## config.mk

```make
export PLATFORM = sky130hd
export DESIGN_NAME = ball_motion
export DESIGN_NICKNAME = d
export VERILOG_FILES = /design/src/rtl/ball_motion.sv
export SDC_FILE = /design/constraint.sdc
export NUM_CORES = 1
export LEC_CHECK = 0
export ABC_AREA = 1
export ABC_CLOCK_PERIOD_IN_PS = 4300
export BUFFER_PORTS_ARGS = -buffer_cell sky130_fd_sc_hd__clkbuf_2
export CORE_MARGIN = 5
export CORE_UTILIZATION = 46
export DETAILED_ROUTE_END_ITERATION = 16
export GPL_TIMING_DRIVEN = 0
export PLACE_DENSITY = 0.71
export SLEW_MARGIN = 5
export SYNTH_ARGS = -nofsm -noshare
export SYNTH_HDL_FRONTEND = slang
export SYNTH_SLANG_ARGS = --single-unit
```

## constraint.sdc

```tcl
create_clock -name pix_clk -period 4.3 [get_ports pix_clk]
set_input_delay 0.43 -clock pix_clk [delete_from_list [all_inputs] [get_ports pix_clk]]
set_output_delay 0.43 -clock pix_clk [all_outputs]
set_load 0.02 [all_outputs]
```

## src/rtl/ball_motion.sv

```systemverilog
// -----------------------------------------------------------------------------
// ball_motion
//
// Moves a square ball around the active area of a video frame. A two-state
// FSM (SERVE, MOVE) advances only on the per-frame pulse. In SERVE the ball
// waits at the screen centre for SERVE_FRAMES pulses. In MOVE it travels
// SPEED pixels per axis per frame and reflects off the right, top and bottom
// walls. The left edge is either a wall or the paddle line, depending on the
// build configuration.
//
// Configuration macro: BALL_PADDLE_EN
//   defined   - the left edge is tested against the paddle. A miss pulses
//               `miss`, bumps `score` and re-serves from the centre.
//   undefined - the left edge is a plain wall. paddle_y is ignored, and
//               miss/score stay 0.
//
// Ports
//   pix_clk   in   pixel clock (only clock)
//   rst_pix_n in   asynchronous active-low reset, released synchronously
//   frame     in   one-cycle pulse at the start of each frame
//   sx, sy    in   current screen position (active-area coordinates)
//   paddle_y  in   top row of the left paddle
//   ball_x    out  ball left column (registered)
//   ball_y    out  ball top row (registered)
//   ball_pix  out  (sx, sy) was inside the ball on the previous cycle
//   miss      out  one-cycle pulse when the ball passes the paddle
//   score     out  8-bit miss count, wraps 255 -> 0
// -----------------------------------------------------------------------------
module ball_motion #(
    parameter int CORDW        = 10,
    parameter int H_RES        = 640,
    parameter int V_RES        = 480,
    parameter int BALL_SIZE    = 8,
    parameter int SPEED        = 2,
    parameter int SERVE_FRAMES = 60,
    parameter int PADDLE_H     = 48
) (
    input  logic             pix_clk,
    input  logic             rst_pix_n,
    input  logic             frame,
    input  logic [CORDW-1:0] sx,
    input  logic [CORDW-1:0] sy,
    input  logic [CORDW-1:0] paddle_y,
    output logic [CORDW-1:0] ball_x,
    output logic [CORDW-1:0] ball_y,
    output logic             ball_pix,
    output logic             miss,
    output logic [7:0]       score
);

    // Boundary arithmetic uses one extra bit so that sums never wrap.
    localparam int EW = CORDW + 1;

    localparam logic [EW-1:0]    X_LIM   = EW'(H_RES - BALL_SIZE);
    localparam logic [EW-1:0]    Y_LIM   = EW'(V_RES - BALL_SIZE);
    localparam logic [CORDW-1:0] X_LIM_N = CORDW'(H_RES - BALL_SIZE);
    localparam logic [CORDW-1:0] Y_LIM_N = CORDW'(V_RES - BALL_SIZE);
    localparam logic [CORDW-1:0] X_CTR   = CORDW'((H_RES - BALL_SIZE) / 2);
    localparam logic [CORDW-1:0] Y_CTR   = CORDW'((V_RES - BALL_SIZE) / 2);
    localparam logic [EW-1:0]    SPD     = EW'(SPEED);
    localparam logic [CORDW-1:0] SPD_N   = CORDW'(SPEED);
    localparam logic [EW-1:0]    SIZE    = EW'(BALL_SIZE);

    localparam int SCW = (SERVE_FRAMES > 1) ? $clog2(SERVE_FRAMES) : 1;
    localparam logic [SCW-1:0] SERVE_LAST = SCW'(SERVE_FRAMES - 1);

    typedef enum logic [0:0] {
        ST_SERVE = 1'b0,
        ST_MOVE  = 1'b1
    } state_t;

    state_t           state_q,     state_d;
    logic [SCW-1:0]   serve_cnt_q, serve_cnt_d;
    logic [CORDW-1:0] ball_x_q,    ball_x_d;
    logic [CORDW-1:0] ball_y_q,    ball_y_d;
    logic             dir_x_q,     dir_x_d;     // 1 = moving right
    logic             dir_y_q,     dir_y_d;     // 1 = moving down
    logic [7:0]       score_q,     score_d;
    logic             miss_q,      miss_d;
    logic             ball_pix_q,  ball_pix_d;

    logic [EW-1:0] x_ext_s;
    logic [EW-1:0] y_ext_s;
    logic [EW-1:0] sx_ext_s;
    logic [EW-1:0] sy_ext_s;
    logic [EW-1:0] x_plus_s;
    logic [EW-1:0] y_plus_s;
    logic          paddle_hit_s;
    logic          lost_s;

    assign x_ext_s  = {1'b0, ball_x_q};
    assign y_ext_s  = {1'b0, ball_y_q};
    assign sx_ext_s = {1'b0, sx};
    assign sy_ext_s = {1'b0, sy};
    assign x_plus_s = x_ext_s + SPD;
    assign y_plus_s = y_ext_s + SPD;

`ifdef BALL_PADDLE_EN
    localparam logic [EW-1:0] PAD_H = EW'(PADDLE_H);

    logic [EW-1:0] pad_ext_s;

    assign pad_ext_s = {1'b0, paddle_y};

    // Ball and paddle rows overlap: the ball bounces off the paddle.
    assign paddle_hit_s = ((y_ext_s + SIZE) > pad_ext_s) &&
                          (y_ext_s < (pad_ext_s + PAD_H));
`else
    logic paddle_unused_s;

    // Without a paddle the left edge is a wall that always reflects.
    assign paddle_unused_s = ^paddle_y;
    assign paddle_hit_s    = 1'b1;
`endif

    // Next-state logic: pixel test every cycle, and motion and the FSM on frame pulses.
    always_comb begin
        state_d     = state_q;
        serve_cnt_d = serve_cnt_q;
        ball_x_d    = ball_x_q;
        ball_y_d    = ball_y_q;
        dir_x_d     = dir_x_q;
        dir_y_d     = dir_y_q;
        score_d     = score_q;
        miss_d      = 1'b0;
        lost_s      = 1'b0;

        ball_pix_d = (sx_ext_s >= x_ext_s) && (sx_ext_s < (x_ext_s + SIZE)) &&
                     (sy_ext_s >= y_ext_s) && (sy_ext_s < (y_ext_s + SIZE));

        if (frame) begin
            case (state_q)
                ST_SERVE: begin
                    // The ball does not move on the pulse that ends the serve.
                    if (serve_cnt_q == SERVE_LAST) begin
                        state_d     = ST_MOVE;
                        serve_cnt_d = {SCW{1'b0}};
                    end else begin
                        serve_cnt_d = serve_cnt_q + {{(SCW-1){1'b0}}, 1'b1};
                    end
                end
                ST_MOVE: begin
                    // x axis: the right wall clamps and reflects, and the left edge is the paddle line.
                    if (dir_x_q) begin
                        if (x_plus_s >= X_LIM) begin
                            ball_x_d = X_LIM_N;
                            dir_x_d  = 1'b0;
                        end else begin
                            ball_x_d = x_plus_s[CORDW-1:0];
                        end
                    end else if (x_ext_s > SPD) begin
                        ball_x_d = ball_x_q - SPD_N;
                    end else if (paddle_hit_s) begin
                        ball_x_d = {CORDW{1'b0}};
                        dir_x_d  = 1'b1;
                    end else begin
                        lost_s = 1'b1;
                    end

                    // y axis: both edges clamp and reflect.
                    if (dir_y_q) begin
                        if (y_plus_s >= Y_LIM) begin
                            ball_y_d = Y_LIM_N;
                            dir_y_d  = 1'b0;
                        end else begin
                            ball_y_d = y_plus_s[CORDW-1:0];
                        end
                    end else if (y_ext_s > SPD) begin
                        ball_y_d = ball_y_q - SPD_N;
                    end else begin
                        ball_y_d = {CORDW{1'b0}};
                        dir_y_d  = 1'b1;
                    end

                    // A miss overrides both axis updates and re-serves from the centre.
                    if (lost_s) begin
                        ball_x_d    = X_CTR;
                        ball_y_d    = Y_CTR;
                        dir_x_d     = 1'b1;
                        dir_y_d     = 1'b1;
                        serve_cnt_d = {SCW{1'b0}};
                        state_d     = ST_SERVE;
                        miss_d      = 1'b1;
                        score_d     = score_q + 8'd1;
                    end else begin
                        miss_d = 1'b0;
                    end
                end
                default: begin
                    state_d     = ST_SERVE;
                    serve_cnt_d = {SCW{1'b0}};
                end
            endcase
        end else begin
            state_d = state_q;
        end
    end

    // State and output registers with asynchronous reset to the serve position.
    always_ff @(posedge pix_clk or negedge rst_pix_n) begin
        if (!rst_pix_n) begin
            state_q     <= ST_SERVE;
            serve_cnt_q <= {SCW{1'b0}};
            ball_x_q    <= X_CTR;
            ball_y_q    <= Y_CTR;
            dir_x_q     <= 1'b1;
            dir_y_q     <= 1'b1;
            score_q     <= 8'd0;
            miss_q      <= 1'b0;
            ball_pix_q  <= 1'b0;
        end else begin
            state_q     <= state_d;
            serve_cnt_q <= serve_cnt_d;
            ball_x_q    <= ball_x_d;
            ball_y_q    <= ball_y_d;
            dir_x_q     <= dir_x_d;
            dir_y_q     <= dir_y_d;
            score_q     <= score_d;
            miss_q      <= miss_d;
            ball_pix_q  <= ball_pix_d;
        end
    end

    assign ball_x   = ball_x_q;
    assign ball_y   = ball_y_q;
    assign ball_pix = ball_pix_q;
    assign miss     = miss_q;
    assign score    = score_q;

endmodule

```

# == Yosys cells after proc, flatten, opt, wreduce, memory -nomap -nowiden ==
# Cells that the tools add are included.
# word_totals
input_bits,33
out_inout_bits,30
regBits,39
wordCells,61
# classes
eq_ne,2
mux,27
reduce_logical,6
n_addsub,8
n_bitwise,1
n_lt_le_gt_ge,8
# op_table
cell,n
$mux W10,8
$add A10 B2 Y11 const B,2
$add A10 B4 Y11 const B,2
$lt A10 B11 Y1,2
$ge A10 B10 Y1,2
$gt A10 B2 Y1 const B,2
$sub A10 B2 Y10 const B,2
$mux W1,15
$mux W6,2
$pmux W6 S2,1
$ge A11 B10 Y1 const B,1
$ge A11 B9 Y1 const B,1
$add A8 B1 Y8 const B,1
$add A6 B1 Y6 const B,1
$eq A6 B6 Y1 const B,1
$reduce_and A2 Y1,2
$logic_and A1 B1 Y1,3
$reduce_and A3 Y1,1
$ne A2 B1 Y1 const B,1
$pmux W1 S2,1
$not A1 Y1,1

# == Logic depth before layout (Yosys ltp) ==
# Gate-level depths: netlist (run 1).
# logic_depth
word_depth,5
ltp_mapped,13
ltp_nobuf,13

# == Worst setup path after synthesis (run 1) ==
# OpenSTA, ideal clock, no wires.
# synth_timing
path_type,register to register
from,"reg ball_x_q[4], in the netlist ball_x[4]"
to,"reg ball_pix_q, in the netlist ball_pix"
setup_ns,0.125
t_arrival_ns,2.006
required_ns,4.175
path_buffers,0
synth_period_minus_slack_ns,2.131
stages_incl_launch_ff,14
setup_slack_ns,2.169
cell_sequence,dfstp_2 > ha_1 > nand2_1 > nor2_2 > nand3_1 > xor2_1 > ha_1 > nand2_1 > nor2_1 > nand2_1 > o211ai_1 > nor2_1 > nand2_1 > nor2_1
# synth_between
elab_chain_len,5
word_cells_on_any_way,6
cone_classes,add/sub: 1; order compare: 2; reduce/logical: 3
# synth_rtl
item,line_no,source
start: declaration,74,"logic [CORDW-1:0] ball_x_q, ball_x_d;"
start signal: assignment,214,ball_x_q <= ball_x_d;
$add A10 B4 Y11,128,ball_pix_d = (sx_ext_s >= x_ext_s) && (sx_ext_s < (x_ext_s + SIZE)) &&
$lt A10 B11 Y1,128,
$logic_and A1 B1 Y1 * (2 in series),128,
$logic_and A1 B1 Y1 *,129,(sy_ext_s >= y_ext_s) && (sy_ext_s < (y_ext_s + SIZE));
via ball_pix_d,80,"logic ball_pix_q, ball_pix_d;"
end signal: assignment,220,ball_pix_q <= ball_pix_d;
end: declaration,80,
# Mark *: on every way through the listed nets, which the timed path passes. The rest lies on a longest branch.
# A chain may end at the register's enable or synchronous reset.

# == Final worst setup path (run 1) ==
# Ends and elaborated chain as after synthesis.

==> impl_metrics.tcl, run 1 <==
set metrics [dict create \
    post-cts-setup-buffer-count 0 \
    die_area_mm2 0.00868 \
    grt_util_overall 0.182 \
    grt_pass1_wl_um 13300 \
    drt_drc_violations_left 0 \
    fillerInstances 681 \
    ys.flop_type "sky130_fd_sc_hd__dfrtp_1" \
    port_buffer_cells 39 \
    cts_buffers 3 \
    tightest_pin_transition_ps 697 \
    critical_path.endpoint_type "flip-flop" \
    cts.sink_count 28 \
    synth-async-reset-ratio 1.00 \
    synth_enable_flop_cells 0 \
    finalSetupViolations 0 \
    finish.utilization 0.528 \
    critical-path-top-delay-family "simple AND/OR/NAND/NOR gates" \
    relSlewSlack 0.535 \
    viasPerCell 5.15 \
    cts-root-to-sink-buffers 2 \
    detailedRoute.firstPassIterationCount 4 \
    via_count_of_the_first_global_routing_pass 3035 \
    r2r_start "ball_x[4]$_DFFE_PN1P_" \
    grt_max_degree 29 \
    fin_ws_ps 2020 \
    detail_route.iter0.violations 173 \
    crit-reg2reg-capture "ball_pix$_DFF_PN0_" \
    grt_remaining_overflow 0 \
    multiInputGateArea_mm2 0.00219 \
    dp_cells 591 \
    yosys_warnings 0 \
    placement.setup.worst_slack_ps 2050 \
    ctsRootBufferMaster "sky130_fd_sc_hd__clkbuf_8" \
    fin_clk_skew_ps 2.30 \
    crit_arrival_ps 2440 \
    clock_insertion_delay_worst_skew_ps 270 \
    cellLeakagePower_nw 1.86 \
    initial_utilization 0.471 \
    rsz0062_at_grt "no" \
    critical_path_s_largest_stage_delay_ps 660 \
    design.final.nets 592 \
    cpMostUsedCell "sky130_fd_sc_hd__nand2_1" \
    drt-wirelength-per-cell_um 12.8 \
    die_w_um 93.2 \
    power_per_cell_area_mw_per_mm2 654 \
    synth-seq-cells 28 \
    rrSetupSlack_ps 2020 \
    setup.worst_path.start_class "flip-flop" \
    final-hold-violation-count 0 \
    synth_cells 462 \
    drive_gt1_frac 0.204 \
    postRouteAntennaNets 0 \
    crit_path_cell_trace "ha_1 > nand2_1 > nor2_2 > nand3_1 > xor2_1 > ha_1 > nand2_1 > nor4_1 > nor2_1 > nand2_1 > nor2_1" \
    num_vias 3063 \
    result_of_the_run "completed" \
    floorplan.io_pins 63 \
    min_period_ps 2280 \
    worstHoldPathType "input port to async pin" \
    gp_congestion 0.930 \
    floorplan.die.height_um 93.2 \
    path_class "flip-flop to flip-flop" \
    clk_pin_slew_ps 90 \
    half_perimeter_wire_length_after_placement_um 6270 \
    syn-cell-area_mm2 0.00318 \
    post_cts_resize_count 0 \
    antenna_found_initial 0 \
    power.ir.vdd_worst_v 0.000345 \
    timing.critical_path.fanout_max 8 \
    critPathRequiredTime_ps 4460 \
    total_of_hold_buffers_inserted_after_clock_tree_synthesis 0 \
    fp.coreArea_mm2 0.00676 \
    netlist-cell-type-count 41 \
    syn-mean-instance-area_um2 6.88 \
    cts_tree "built" \
    final_cycle_utilization_of_the_critical_path 0.530 \
    upper_clock_frequency_limit_mhz 439 \
    critPathSlowestCell "sky130_fd_sc_hd__dfstp_2" \
    areaGrowthSynthToFinish_pct 12.2 \
    antennaDiodeCount 0 \
    final_cell_count_no_fill 595 \
    seq_area_um2 716 \
    totalNegativeSetupSlack_ps 0 \
    fin_worst_hold_slack_ps 182 \
    synth_sequential_area_ratio 0.225 \
    r2r.worst_path.cells 11 \
    placement_rows 30 \
    drt_wl_total_um 7590 \
    path_buf_inv 0 \
    clock_tree.htree_level_count 1 \
    cap_violations 0 \
    timing.final.max_slew_violations 0 \
]
==> report_power, final <==
part / switching [W] / internal [W]
registers: 0.000166 / 0.000417
logic: 0.00100 / 0.000582
clock network: 0.0000810 / 0.0000820
==> worst max-delay path by stage <==
stage,slack [ps],depth (start not counted),endpoint,from
2_1_floorplan,2170,13,ball_pix$_DFF_PN0_,ball_x[4]$_DFFE_PN1P_
3_3_place_gp,2080,13,ball_pix$_DFF_PN0_,ball_x[4]$_DFFE_PN1P_
3_5_place_dp,2050,13,ball_pix$_DFF_PN0_,ball_x[4]$_DFFE_PN1P_
4_1_cts,2030,11,ball_pix$_DFF_PN0_,ball_x[4]$_DFFE_PN1P_
5_1_grt,1820,13,ball_pix$_DFF_PN0_,ball_x[4]$_DFFE_PN1P_
6_report,2020,11,ball_pix$_DFF_PN0_,ball_x[4]$_DFFE_PN1P_
==> flip-flops by register name, summed over array words and instances (netlist names) <==
| signal | flops |
|---|---|
| state_q | 1 |
| serve_cnt_q | 6 |
| ball_pix | 1 |
| ball_x | 9 |
| ball_y | 9 |
| dir_x_q | 1 |
| dir_y_q | 1 |
==> worst register-to-register path: cells and delay by family, from the launching register on <==
kind / cells / cell delay [ps]
simple gates: 8 / 820
flops: 1 / 660
fa+ha+maj: 2 / 540
xor+xnor: 1 / 150
==> per-stage QoR <==
| stage | power, W | cell area, um2 |
|---|---|---|
| 4_1_cts | 0.00234 | 3570 |
| 3_5_place_dp | 0.00217 | 3510 |
| 5_1_grt | 0.00260 | 3570 |
| 6_report | 0.00233 | 3570 |
| 2_1_floorplan | 0.00176 | 3220 |
| 3_3_place_gp | 0.00213 | 3510 |
==> cell type report <==
cell class | count | area share
Buffer | 20 | 0.0372
Multi-Input combinational cell | 375 | 0.613
Inverter | 49 | 0.0515
Sequential cell | 28 | 0.201
Tap cell | 80 | 0.0281
Timing Repair Buffer | 39 | 0.0547
Clock buffer | 4 | 0.0154
==> cell usage after synthesis, types with 3 or more instances <==
| master | instances | area (um2) |
|---|---|---|
| sky130_fd_sc_hd__a21oi_1 | 37 | 185 |
| sky130_fd_sc_hd__buf_2 | 4 | 20.0 |
| sky130_fd_sc_hd__buf_4 | 14 | 105 |
| sky130_fd_sc_hd__dfrtp_1 | 16 | 400 |
| sky130_fd_sc_hd__dfstp_2 | 12 | 315 |
| sky130_fd_sc_hd__ha_1 | 43 | 538 |
| sky130_fd_sc_hd__inv_1 | 37 | 139 |
| sky130_fd_sc_hd__inv_2 | 11 | 41.3 |
| sky130_fd_sc_hd__nand2_1 | 122 | 458 |
| sky130_fd_sc_hd__nand3_1 | 23 | 115 |
| sky130_fd_sc_hd__nand3_2 | 4 | 40.0 |
| sky130_fd_sc_hd__nand4_1 | 14 | 87.6 |
| sky130_fd_sc_hd__nor2_1 | 46 | 173 |
| sky130_fd_sc_hd__nor2_2 | 5 | 31.3 |
| sky130_fd_sc_hd__nor3_1 | 3 | 15.0 |
| sky130_fd_sc_hd__o21a_1 | 3 | 22.5 |
| sky130_fd_sc_hd__o21ai_0 | 12 | 60.1 |
| sky130_fd_sc_hd__o21ai_1 | 10 | 50.1 |
| sky130_fd_sc_hd__xnor2_1 | 4 | 35.0 |
| sky130_fd_sc_hd__xor2_1 | 15 | 131 |
==> per-layer routing <==
layer / vias to the layer above / GRT usage / wire [um] / share of wire
met2: 54 / 0.316 / 3560 / 0.47
met4: 0 / 0.0440 / 83 / 0.011
met5: - / 0 / 0 / 0
met3: 8 / 0.0177 / 269 / 0.035
li1: 1617 / - / - / -
met1: 1384 / 0.244 / 3680 / 0.48
==> logic make-up after synthesis <==
| group | share of synthesized area |
|---|---|
| flops | 0.225 |
| simple gates | 0.327 |
| compound gates | 0.126 |
| xor+xnor | 0.0523 |
| fa+ha+maj | 0.169 |
| buf+inv | 0.0995 |
| other cells | 0.00118 |
==> cell usage in the layout, fill, tap and decap left out, types with 2 or more instances in the layout <==
cell type	n
sky130_fd_sc_hd__o21ai_1	10
sky130_fd_sc_hd__nor3_1	3
sky130_fd_sc_hd__buf_2	4
sky130_fd_sc_hd__buf_4	14
sky130_fd_sc_hd__dfstp_2	12
sky130_fd_sc_hd__o2111ai_1	2
sky130_fd_sc_hd__o21bai_1	2
sky130_fd_sc_hd__nor2_1	46
sky130_fd_sc_hd__xnor2_1	4
sky130_fd_sc_hd__inv_1	37
sky130_fd_sc_hd__a21oi_1	37
sky130_fd_sc_hd__nand2_1	122
sky130_fd_sc_hd__or2_2	2
sky130_fd_sc_hd__clkbuf_2	39
sky130_fd_sc_hd__clkbuf_1	2
sky130_fd_sc_hd__o21ai_0	12
sky130_fd_sc_hd__nand3_1	23
sky130_fd_sc_hd__clkbuf_8	4
sky130_fd_sc_hd__nor2_2	5
sky130_fd_sc_hd__xor2_1	15
sky130_fd_sc_hd__ha_1	43
sky130_fd_sc_hd__nand2_2	2
sky130_fd_sc_hd__inv_2	11
sky130_fd_sc_hd__dfrtp_1	16
sky130_fd_sc_hd__o21a_1	3
sky130_fd_sc_hd__nand3_2	4
sky130_fd_sc_hd__conb_1	11
sky130_fd_sc_hd__nor2_4	2
sky130_fd_sc_hd__nand4_1	14
Power figures use the tool's default switching activity.
==> run 2: changes to the inputs <==
--- a/config.mk
+++ b/config.mk
@@ -5,8 +5,8 @@
 export SDC_FILE = /design/constraint.sdc
 export NUM_CORES = 1
 export LEC_CHECK = 0
-export ABC_AREA = 1
-export ABC_CLOCK_PERIOD_IN_PS = 4300
+export ABC_AREA = 0
+export ABC_CLOCK_PERIOD_IN_PS = 2100
 export BUFFER_PORTS_ARGS = -buffer_cell sky130_fd_sc_hd__clkbuf_2
 export CORE_MARGIN = 5
 export CORE_UTILIZATION = 46
==> constraint.sdc (replaced) <==
create_clock -name pix_clk -period 2.1 [get_ports pix_clk]
set_input_delay 0.21 -clock pix_clk [delete_from_list [all_inputs] [get_ports pix_clk]]
set_output_delay 0.21 -clock pix_clk [all_outputs]
set_load 0.02 [all_outputs]
==> run 2 against run 1 <==
The flow now finishes with violations (setup timing). Final cell count decreased by 8.2%. Die area decreased by 3.1%. First-iteration DRC count increased by 40%. Sequential power increased by 21%. Synthesized cell count decreased by 19%. Hold slack improved by 6.3 ps. Maximum frequency increased by 1.3%. Register-to-register slack got worse by 2200 ps. Core utilization increased by 12 points.
==> impl_metrics.tcl, run 2 <==
set metrics [dict create \
    setup.worst_path.start_class "flip-flop" \
    initial_utilization 0.478 \
    synth_cells 375 \
    antennaDiodeCount 0 \
    seq_area_um2 719 \
    yosys_warnings 0 \
    post-synth-top-count-cell "sky130_fd_sc_hd__ha_1" \
    mostFrequentLayoutCell "sky130_fd_sc_hd__buf_4" \
    cts_tree "built" \
    final-hold-violation-count 0 \
    port_buffer_cells 39 \
    clock_insertion_delay_worst_skew_ps 280 \
    post-synth-top-area-cell "sky130_fd_sc_hd__ha_1" \
    grt_util_overall 0.193 \
    synth_enable_flop_cells 0 \
    grt_pass1_wl_um 13700 \
    drt_drc_violations_left 0 \
    synth_sequential_area_ratio 0.233 \
    critical_path.endpoint_type "flip-flop" \
    floorplan.io_pins 63 \
    via_count_of_the_first_global_routing_pass 2902 \
    floorplan.die.height_um 91.7 \
    syn-cell-area_mm2 0.00307 \
    drt-wirelength-per-cell_um 16.0 \
    clock_tree.htree_level_count 1 \
    detail_route.iter0.violations 243 \
    final_cycle_utilization_of_the_critical_path 1.07 \
    fp.coreArea_mm2 0.00642 \
    placement_rows 29 \
    placement.setup.worst_slack_ps -258 \
    cap_violations 0 \
    half_perimeter_wire_length_after_placement_um 5990 \
    relSlewSlack 0.525 \
    rsz0062_at_grt "yes" \
    path_class "flip-flop to flip-flop" \
    postRouteAntennaNets 0 \
    synth_commonest_cells "43 x sky130_fd_sc_hd__ha_1, 29 x sky130_fd_sc_hd__nand2_1, 28 x sky130_fd_sc_hd__a21oi_1, 28 x sky130_fd_sc_hd__o21ai_0, 25 x sky130_fd_sc_hd__inv_1" \
    power_per_cell_area_mw_per_mm2 435 \
    netlist-cell-type-count 59 \
    drt_wl_total_um 8740 \
    failing_checks "setup timing" \
    critical_path_s_largest_stage_delay_ps 580 \
    fillerInstances 525 \
    total_power_w 0.00182 \
    worstHoldPathType "input port to flip-flop" \
    commonest_cells_after_routing_fill_and_taps_aside "47 x sky130_fd_sc_hd__buf_4, 39 x sky130_fd_sc_hd__clkbuf_2, 38 x sky130_fd_sc_hd__ha_1, 27 x sky130_fd_sc_hd__nand2_1, 23 x sky130_fd_sc_hd__a21oi_1" \
    cellLeakagePower_nw 1.84 \
    critical-path-top-delay-family "flip-flops" \
    synth-async-reset-ratio 1.00 \
    multiInputGateArea_mm2 0.00242 \
    cts-root-to-sink-buffers 2 \
    synth_top_area_share 0.175 \
    synth-seq-cells 28 \
    grt_max_degree 29 \
    synth.area.top_cells "sky130_fd_sc_hd__ha_1 18%, sky130_fd_sc_hd__dfrtp_1 13%, sky130_fd_sc_hd__dfstp_2 10%, sky130_fd_sc_hd__xnor2_1 5.7%, sky130_fd_sc_hd__a21oi_1 4.6%" \
    gp_congestion 0.939 \
    crit_path_cell_trace "buf_6 > nand3_4 > nor3_2 > xnor2_1 > ha_1 > a21o_1 > a21oi_2 > a22o_1 > a31oi_1 > nor4_1" \
    critPathRequiredTime_ps 2290 \
    die_w_um 91.7 \
    finalSetupViolations 11 \
    clk_pin_slew_ps 100 \
    timing.critical_path.fanout_max 6 \
    fin_ws_ps -149 \
    min_period_ps 2250 \
    grt_remaining_overflow 0 \
    detailedRoute.firstPassIterationCount 5 \
    result_of_the_run "finished, violations left" \
    fin_clk_skew_ps 2.24 \
    num_vias 3191 \
    power.ir.vdd_worst_v 0.000484 \
    drive_gt1_frac 0.371 \
    crit_arrival_ps 2440 \
    areaGrowthSynthToFinish_pct 36.0 \
    viasPerCell 5.84 \
    die_area_mm2 0.00841 \
    design.final.nets 546 \
    path_buf_inv 1 \
    timing.final.max_slew_violations 0 \
    ctsRootBufferMaster "sky130_fd_sc_hd__clkbuf_8" \
    syn-mean-instance-area_um2 8.18 \
    upper_clock_frequency_limit_mhz 445 \
    cts_buffers 3 \
    tightest_pin_transition_ps 713 \
    antenna_found_initial 0 \
    ys.flop_type "sky130_fd_sc_hd__dfrtp_1" \
    critPathSlowestCell "sky130_fd_sc_hd__dfstp_2" \
    cts.sink_count 28 \
]
## run 2: cell count changes after synthesis, sizes merged, moves of 12 or more
cell / before / now
nor2: 53 / 16
xor2: 15 / 1
nor3: 4 / 16
inv: 48 / 26
nand2: 125 / 29
nand3: 28 / 14
xnor2: 4 / 20
## run 2: routing by layer
metal  up-vias  wire [um]  GRT usage
li1       1545          -          -
met1      1487       3920      0.285
met2       136       4000      0.299
met3        23        603     0.0295
met4         0        207     0.0364
met5         -          0          0
## run 2: power by group
group          internal, W  total (W)  switching (W)
registers         0.000619   0.000706      0.0000863
clock network     0.000256   0.000438       0.000182
logic             0.000306   0.000672       0.000366
total              0.00118    0.00182       0.000635
## run 2: cell families (layout without fill, tap and decap cells)
| kind of cell | Yosys count | count (layout) | share of synthesized area |
|---|---|---|---|
| fa+ha+maj | 43 | 43 | 0.175 |
| flops | 28 | 28 | 0.233 |
| buf+inv | 53 | 137 | 0.0856 |
| mux | 3 | 3 | 0.0118 |
| simple gates | 109 | 109 | 0.183 |
| compound gates | 117 | 117 | 0.250 |
| other cells | 1 | 11 | 0.00122 |
| xor+xnor | 21 | 21 | 0.0599 |
## run 2: layout make-up
class / instances / share of cell area
flip-flops and latches: 28 / 0.172
plain buffers: 27 / 0.0561
clock inverters: 1 / 0.00720
well taps: 77 / 0.0231
clock buffers: 3 / 0.00990
inverters: 26 / 0.0261
repair buffers: 80 / 0.126
multi-input cells: 304 / 0.580
## run 2: stage by stage
step	std cells	hold WS (ps)	setup TNS, ps	instance area, um2	util
floorplan	385	-85.6	-123	3200	-
global placement	501	301	-1600	3490	0.543
detailed placement	501	308	-1520	3490	0.543
CTS	533	178	-402	3900	0.607
global route	546	226	-2110	4170	0.650
finish	546	189	-717	4170	0.650
## run 2: worst paths after layout
| kind | depth (start not counted) | start | endpoint | slack (ps) |
|---|---|---|---|---|
| worst max-delay path | 10 | ball_y[3]$_DFFE_PN1P_ | ball_pix$_DFF_PN0_ | -150 |
| max in group asynchronous | 2 | rst_pix_n | ball_x[1]$_DFFE_PN0P_ | 1100 |
| worst max register to register | 10 | ball_y[3]$_DFFE_PN1P_ | ball_pix$_DFF_PN0_ | -150 |
| min in group asynchronous | 2 | rst_pix_n | ball_y[4]$_DFFE_PN0P_ | 510 |
| worst min register to register | 1 | serve_cnt_q[4]$_DFFE_PN0P_ | serve_cnt_q[4]$_DFFE_PN0P_ | 500 |
| worst min-delay path | 2 | frame | state_q$_DFFE_PN0P_ | 190 |
## run 2: repair_timing
action,in CTS,in global routing
gates resized for setup,36,44
pin swaps,17,13
cloned,1,0
endpoints found under the hold margin,15,0
endpoints found under the setup margin,15,18
hold buffers,1,0
setup buffers,26,13
